**config.mk**
```make
export PLATFORM = sky130hd
export DESIGN_NAME = pma_region_unit
export DESIGN_NICKNAME = d
export VERILOG_FILES = /design/src/rtl/pma_region_unit.sv
export SDC_FILE = /design/constraint.sdc
export NUM_CORES = 2
export LEC_CHECK = 0
export BUFFER_PORTS_ARGS = -buffer_cell sky130_fd_sc_hd__buf_2
export CORE_UTILIZATION = 46
export CTS_CLUSTER_SIZE = 30
export DETAILED_ROUTE_END_ITERATION = 8
export HOLD_SLACK_MARGIN = 0.05
export PLACE_DENSITY = 0.65
export SLEW_MARGIN = 20
export SYNTH_ARGS = -nofsm -noshare
export SYNTH_HDL_FRONTEND = slang
export SYNTH_SLANG_ARGS = --single-unit
```
**constraint.sdc**
```tcl
create_clock -name clk_i -period 6.7 [get_ports clk_i]
set_input_delay 0.67 -clock clk_i [delete_from_list [all_inputs] [get_ports clk_i]]
set_output_delay 0.67 -clock clk_i [all_outputs]
set_load 0.02 [all_outputs]
```
**src/rtl/pma_region_unit.sv**
```systemverilog
// Runtime-programmable physical memory attribute unit: NrRules lockable address windows,
// NrPorts registered lookups, programmed through a req/gnt register port.
module pma_region_unit #(
  parameter int unsigned          NrRules   = 4,
  parameter int unsigned          NrPorts   = 2,
  parameter int unsigned          AddrWidth = 64,
  parameter logic [AddrWidth-1:0] RstBase0  = 64'h8000_0000,
  parameter logic [AddrWidth-1:0] RstLen0   = 64'h4000_0000,
  parameter logic [2:0]           RstAttr0  = 3'b011,
  parameter logic [2:0]           DefAttr   = 3'b100,
  localparam int unsigned         IdxWidth  = (NrRules > 1) ? $clog2(NrRules) : 1
) (
  input  logic                           clk_i,
  input  logic                           rst_ni,
  input  logic                           cfg_req_i,
  input  logic                           cfg_we_i,
  input  logic [IdxWidth-1:0]            cfg_idx_i,
  input  logic [1:0]                     cfg_field_i,
  input  logic [AddrWidth-1:0]           cfg_wdata_i,
  output logic                           cfg_gnt_o,
  output logic                           cfg_rvalid_o,
  output logic [AddrWidth-1:0]           cfg_rdata_o,
  output logic                           cfg_err_o,
  input  logic [NrPorts-1:0]             lu_valid_i,
  input  logic [NrPorts*AddrWidth-1:0]   lu_addr_i,
  output logic [NrPorts-1:0]             lu_valid_o,
  output logic [NrPorts-1:0]             lu_hit_o,
  output logic [NrPorts*3-1:0]           lu_attr_o
);

  typedef enum logic [0:0] {StIdle, StResp} state_e;
  typedef enum logic [1:0] {FieldBase, FieldLen, FieldAttr, FieldRsvd} field_e;

  // Rule table
  logic [AddrWidth-1:0] base_q [NrRules];
  logic [AddrWidth-1:0] len_q  [NrRules];
  logic [2:0]           rattr_q[NrRules];
  logic                 lock_q [NrRules];

  state_e               state_q, state_d;
  logic [AddrWidth-1:0] rdata_q, rdata_d;
  logic                 err_q, err_d;

  logic                 idx_ok;
  logic [IdxWidth-1:0]  idx;
  logic                 acc_err;
  logic                 gnt;
  logic                 do_write;

  // ---------------------------------------------------------------------------
  // Config access decode
  // ---------------------------------------------------------------------------
  assign idx_ok  = (32'(cfg_idx_i) < NrRules);
  // Out-of-range indices are redirected to rule 0 so array reads stay in bounds.
  assign idx     = idx_ok ? cfg_idx_i : '0;
  assign acc_err = !idx_ok || (field_e'(cfg_field_i) == FieldRsvd) || (cfg_we_i && lock_q[idx]);

  assign gnt      = cfg_req_i && (state_q == StIdle);
  assign do_write = gnt && cfg_we_i && !acc_err;

  always_comb begin
    state_d = state_q;
    rdata_d = '0;
    err_d   = 1'b0;
    unique case (state_q)
      StIdle: begin
        if (gnt) begin
          state_d = StResp;
          err_d   = acc_err;
          if (!acc_err && !cfg_we_i) begin
            unique case (field_e'(cfg_field_i))
              FieldBase: rdata_d = base_q[idx];
              FieldLen:  rdata_d = len_q[idx];
              FieldAttr: rdata_d = {{(AddrWidth-4){1'b0}}, lock_q[idx], rattr_q[idx]};
              default:   rdata_d = '0;
            endcase
          end
        end
      end
      StResp: state_d = StIdle;
      default: state_d = StIdle;
    endcase
  end

  always_ff @(posedge clk_i or negedge rst_ni) begin
    if (!rst_ni) begin
      state_q <= StIdle;
      rdata_q <= '0;
      err_q   <= 1'b0;
    end else begin
      state_q <= state_d;
      rdata_q <= rdata_d;
      err_q   <= err_d;
    end
  end

  assign cfg_gnt_o    = gnt;
  assign cfg_rvalid_o = (state_q == StResp);
  assign cfg_rdata_o  = rdata_q;
  assign cfg_err_o    = err_q;

  // ---------------------------------------------------------------------------
  // Rule table storage; a write commits on the accepting edge
  // ---------------------------------------------------------------------------
  always_ff @(posedge clk_i or negedge rst_ni) begin
    if (!rst_ni) begin
      for (int i = 0; i < int'(NrRules); i++) begin
        base_q[i]  <= (i == 0) ? RstBase0 : '0;
        len_q[i]   <= (i == 0) ? RstLen0  : '0;
        rattr_q[i] <= (i == 0) ? RstAttr0 : 3'b000;
        lock_q[i]  <= 1'b0;
      end
    end else if (do_write) begin
      for (int i = 0; i < int'(NrRules); i++) begin
        if (idx == IdxWidth'(i)) begin
          unique case (field_e'(cfg_field_i))
            FieldBase: base_q[i] <= cfg_wdata_i;
            FieldLen:  len_q[i]  <= cfg_wdata_i;
            FieldAttr: begin
              rattr_q[i] <= cfg_wdata_i[2:0];
              lock_q[i]  <= cfg_wdata_i[3];
            end
            default: ;
          endcase
        end
      end
    end
  end

  // ---------------------------------------------------------------------------
  // Lookup: combinational match against the current table, registered result
  // ---------------------------------------------------------------------------
  function automatic logic rule_hit(input logic [AddrWidth-1:0] base,
                                    input logic [AddrWidth-1:0] len,
                                    input logic [AddrWidth-1:0] addr);
    logic [AddrWidth:0] limit;
    // One extra bit so windows ending at the top of the address space do not wrap.
    limit = {1'b0, base} + {1'b0, len};
    return (len != '0) && (addr >= base) && ({1'b0, addr} < limit);
  endfunction

  logic [NrPorts-1:0] hit;
  logic [2:0]         attr [NrPorts];

  always_comb begin
    for (int p = 0; p < int'(NrPorts); p++) begin
      hit[p]  = 1'b0;
      attr[p] = DefAttr;
      // Scan downwards so the lowest-index hitting rule is the last to overwrite.
      for (int i = int'(NrRules) - 1; i >= 0; i--) begin
        if (rule_hit(base_q[i], len_q[i], lu_addr_i[p*AddrWidth +: AddrWidth])) begin
          hit[p]  = 1'b1;
          attr[p] = rattr_q[i];
        end
      end
    end
  end

  logic [NrPorts-1:0]   lu_valid_q;
  logic [NrPorts-1:0]   lu_hit_q;
  logic [NrPorts*3-1:0] lu_attr_q;

  always_ff @(posedge clk_i or negedge rst_ni) begin
    if (!rst_ni) begin
      lu_valid_q <= '0;
      lu_hit_q   <= '0;
      lu_attr_q  <= '0;
    end else begin
      lu_valid_q <= lu_valid_i;
      for (int p = 0; p < int'(NrPorts); p++) begin
        lu_hit_q[p]         <= lu_valid_i[p] && hit[p];
        lu_attr_q[p*3 +: 3] <= lu_valid_i[p] ? attr[p] : 3'b000;
      end
    end
  end

  assign lu_valid_o = lu_valid_q;
  assign lu_hit_o   = lu_hit_q;
  assign lu_attr_o  = lu_attr_q;

endmodule

```
==> results.md <==
* Setup crit end kind: flop
* Mapped Cells at roughly 6600
* Synth Area in Adders at 25.4%
* Synthesized area per cell at 9.58 sq um
* Synth Area in XOR/XNOR at 3.19%
* Site row count at between 100 and 150
* Crit-path max cell delay at 0.39 ns
* Final Util at 53.7%
* Post-route ant nets at 0
* FMAX at approximately 150 MHz
* Worst-Margin Slew at 1.33 ns
* Clock root buffer master: clkbuf_16
* Initial drt markers at ~7200
* Max-cap violations at 0
* Largest vdd supply drop at 0.000209 V
* Setup_tns at 0 ns
* Worst Path Arrival at 7.19 ns
* Ports at 279
* RSZ-0062 raised after global routing: true
* Most used cell along the critical path: buf_4
* Routed WL per cell at between 30 and 40 um
* Max_slew headroom at 10.5%
* Clock tree buffer depth at 3
* Antenna violations before repair at 21
* First-pass GRT wire length at approximately 400000 um
* Gpl congestion at approximately 1.1
* GRT overflow at 0
* Hold Path Class: in -> reg
* Post-Syn Area at 0.0629 sq mm
* Fin crit period at 6.60 ns
* Fin cells at 9031
* Clock sinks at 604
* Skew-Pair Late Insertion Delay at ~0.73 ns
* Final worst-path cycle share at a little under 100%
* Initial Utilization at 46.4%
* Pleak at around 35 nW
* Vias in the first global route at 56900
* DIE AREA at 0.138 sq mm
* Net count after synthesis at between 8000 and 9000
* WP data required at 7.29 ns
* Register area share after synthesis at roughly a quarter
* Cell Pwr Density at between 200 and 300 mW/mm^2
* Die span in x at 372 um
* Fill count at 12300
* Critical Path Fanout Max at 6
* H-tree depth at 3
* EDFF count, synth at 0
* Final HPWL DP at between 200000 and 250000 um
* Worst setup SP type: flop
* Multiplexer area fraction after synthesis at between 10% and 20%
* Area leader, netlist: ha_1
* Vias per inst at 6.70
* P&R area growth vs syn at 15.8%
* Routed Wire Length at 292000 um
* Slew Limit Fails at 0
* Cells after DPL at 8872
* Die Height at roughly 370 um
* Final hold violations at 0
* Via Count at 60500
* Synth unique cells at 99
* Share of cells above drive strength 1 at 21.6%
* Setup Skew at 0.0318 ns
* Synth Flop Type: dfrtp_1
* Top post-synthesis cells by area: ha_1 25%, dfrtp_1 24%, mux2_2 8.2%, mux4_2 4.7%, a21oi_1 3.9%
* Pwr Total at between 0.02 and 0.025 W
* Final setup viols at 0
* Post-synth top area share at 25.2%
* Setup CP Type: reg -> reg
* Largest net degree at the start of global routing at ~140
* Post-synthesis compound-gate area fraction at 18.4%
* Synth Register Bits at 604
* CTS tree: yes
* Pre-antenna DRT Iters at 6
* Commonest cells after routing, fill and taps aside: 1253 x ha_1, 597 x dfrtp_1, 487 x a21oi_1, 459 x mux2_2, 409 x buf_4
* Most common cell after layout, fill and taps aside: ha_1
* IO Port Bufs at 278
* Nets at 8656
* Ys Warns at 0
* Crit path max-delay family: compound AO/OA/AOI/OAI gates
* CTS buffer count at 78
* Synth Area in Simple Gates at 11.8%
* Buf+Inv Stages, Crit Path at 6
* CTS clk-pin slew, worst paths at approximately 0.06 ns
* Combinational family with the most area after synthesis: adder cells
* Ys async rst share at 100%
* Total track usage at 41.4%
* Core Region at 0.136 sq mm
* DRC viols at 0
* Critical Path Slowest Stage Cell: o211ai_1
* Status: completed
[per-layer routing]
layer	wire length, um	part of all wire [%]	vias up	track usage, %
met3	29800	10	721	8.89
met2	121000	41	3338	59.8
met4	17800	6.1	24	22.2
li1	-	-	26400	-
met1	123000	42	30100	57.4
met5	276	0.095	-	0.664
[synthesized netlist by cell type (15+ instances only)]
| cell type | instances |
|---|---|
| a2111oi_0 | 37 |
| a211o_1 | 29 |
| a211oi_1 | 75 |
| a21o_1 | 326 |
| a21oi_1 | 494 |
| a221oi_1 | 15 |
| a31oi_1 | 36 |
| and2_1 | 21 |
| and3_1 | 34 |
| and4_1 | 18 |
| buf_1 | 26 |
| clkbuf_1 | 119 |
| dfrtp_1 | 600 |
| ha_1 | 1268 |
| inv_1 | 362 |
| mux2_2 | 459 |
| mux2i_1 | 65 |
| mux4_2 | 132 |
| nand2_1 | 362 |
| nand2b_1 | 64 |
| nand3_1 | 99 |
| nand4_1 | 228 |
| nor2_1 | 324 |
| nor2b_1 | 71 |
| nor3_1 | 92 |
| nor4_1 | 93 |
| o211ai_1 | 64 |
| o21a_1 | 79 |
| o21ai_0 | 394 |
| o21ai_1 | 19 |
| o21bai_1 | 48 |
| o221ai_1 | 16 |
| o31ai_1 | 17 |
| or3_1 | 22 |
| xnor2_1 | 118 |
| xor2_1 | 111 |
[final timing paths]
kind                                   end  slack (ns)  cells after the start          start
setup reg to reg              lu_attr_o[3]        0.10                     31     len_q[192]
max in group asynchronous       base_q[29]        4.62                      3         rst_ni
min in group asynchronous  cfg_rdata_o[56]        0.60                      2         rst_ni
hold reg to reg                  lock_q[3]        0.46                      1      lock_q[3]
setup / recovery              lu_attr_o[3]        0.10                     31     len_q[192]
hold / removal               lu_valid_o[1]        0.21                      1  lu_valid_i[1]
[flip-flops by register name, summed over array words and instances (netlist names)]
register / cells
lu_attr_o: 6
len_q: 256
lu_valid_o: 2
rattr_q: 12
lock_q: 4
base_q: 256
cfg_rvalid_o: 1
cfg_err_o: 1
lu_hit_o: 2
cfg_rdata_o: 64
[metrics by stage]
step / setup slack [ns] / hold WS, ns / cell area, sq um
after global placement: -0.252 / 0.442 / 69100
after CTS: -0.00708 / 0.172 / 72200
after detailed placement: -0.269 / 0.449 / 69200
after global routing: -0.0616 / 0.196 / 72800
after floorplan: 0.933 / 0.374 / 62900
final: 0.102 / 0.212 / 72800
[where the power goes]
part	total [W]	switching [W]	internal [W]	leakage, nW
combinational	0.0119	0.00691	0.00494	26.1
clock	0.00490	0.00193	0.00298	1.40
sequential	0.00507	0.000895	0.00417	7.87
total	0.0218	0.00973	0.0121	35.4
[what timing repair did]
action | 4_1_cts | 5_1_grt
pin swaps | 3 | 23
buffers inserted | 2 | 6
cloned | 0 | 0
endpoints found under the setup margin | 8 | 8
resized for setup | 18 | 99
hold endpoints to repair | 34 | 0
hold buffers | 1 | 0
[area by class of cell]
| cell class | count | area (sq um) | share of cell area [%] |
|---|---|---|---|
| Multi-Input combinational cell | 5439 | 46500 | 63.9 |
| Clock inverter | 42 | 741 | 1.02 |
| Sequential cell | 604 | 15100 | 20.8 |
| Clock buffer | 102 | 2180 | 3.00 |
| Inverter | 363 | 1360 | 1.87 |
| Antenna cell | 4 | 10.0 | 0.0137 |
| Timing Repair Buffer | 696 | 4670 | 6.41 |
| Tap cell | 1781 | 2230 | 3.06 |
[worst reg2reg max path: cells and delay by family, from the launching register on]
kind                     cells  cell delay (ns)
AND/OR/NAND/NOR              4             0.82
XOR/XNOR                     1             0.16
flip-flops                   1             0.36
multiplexers                 1             0.28
AO/OA/AOI/OAI               16             3.12
adder cells (fa/ha/maj)      3             0.71
buffers and inverters        6             1.06
[kinds of logic after synthesis]
group,Yosys count
and+or+nand+nor,1481
muxes,656
DFF,604
AOI/OAI and AO/OA,1799
adders and majority gates,1274
xor gates and xnor gates,229
buffers and inverters,521
Power figures use the tool's default switching activity.
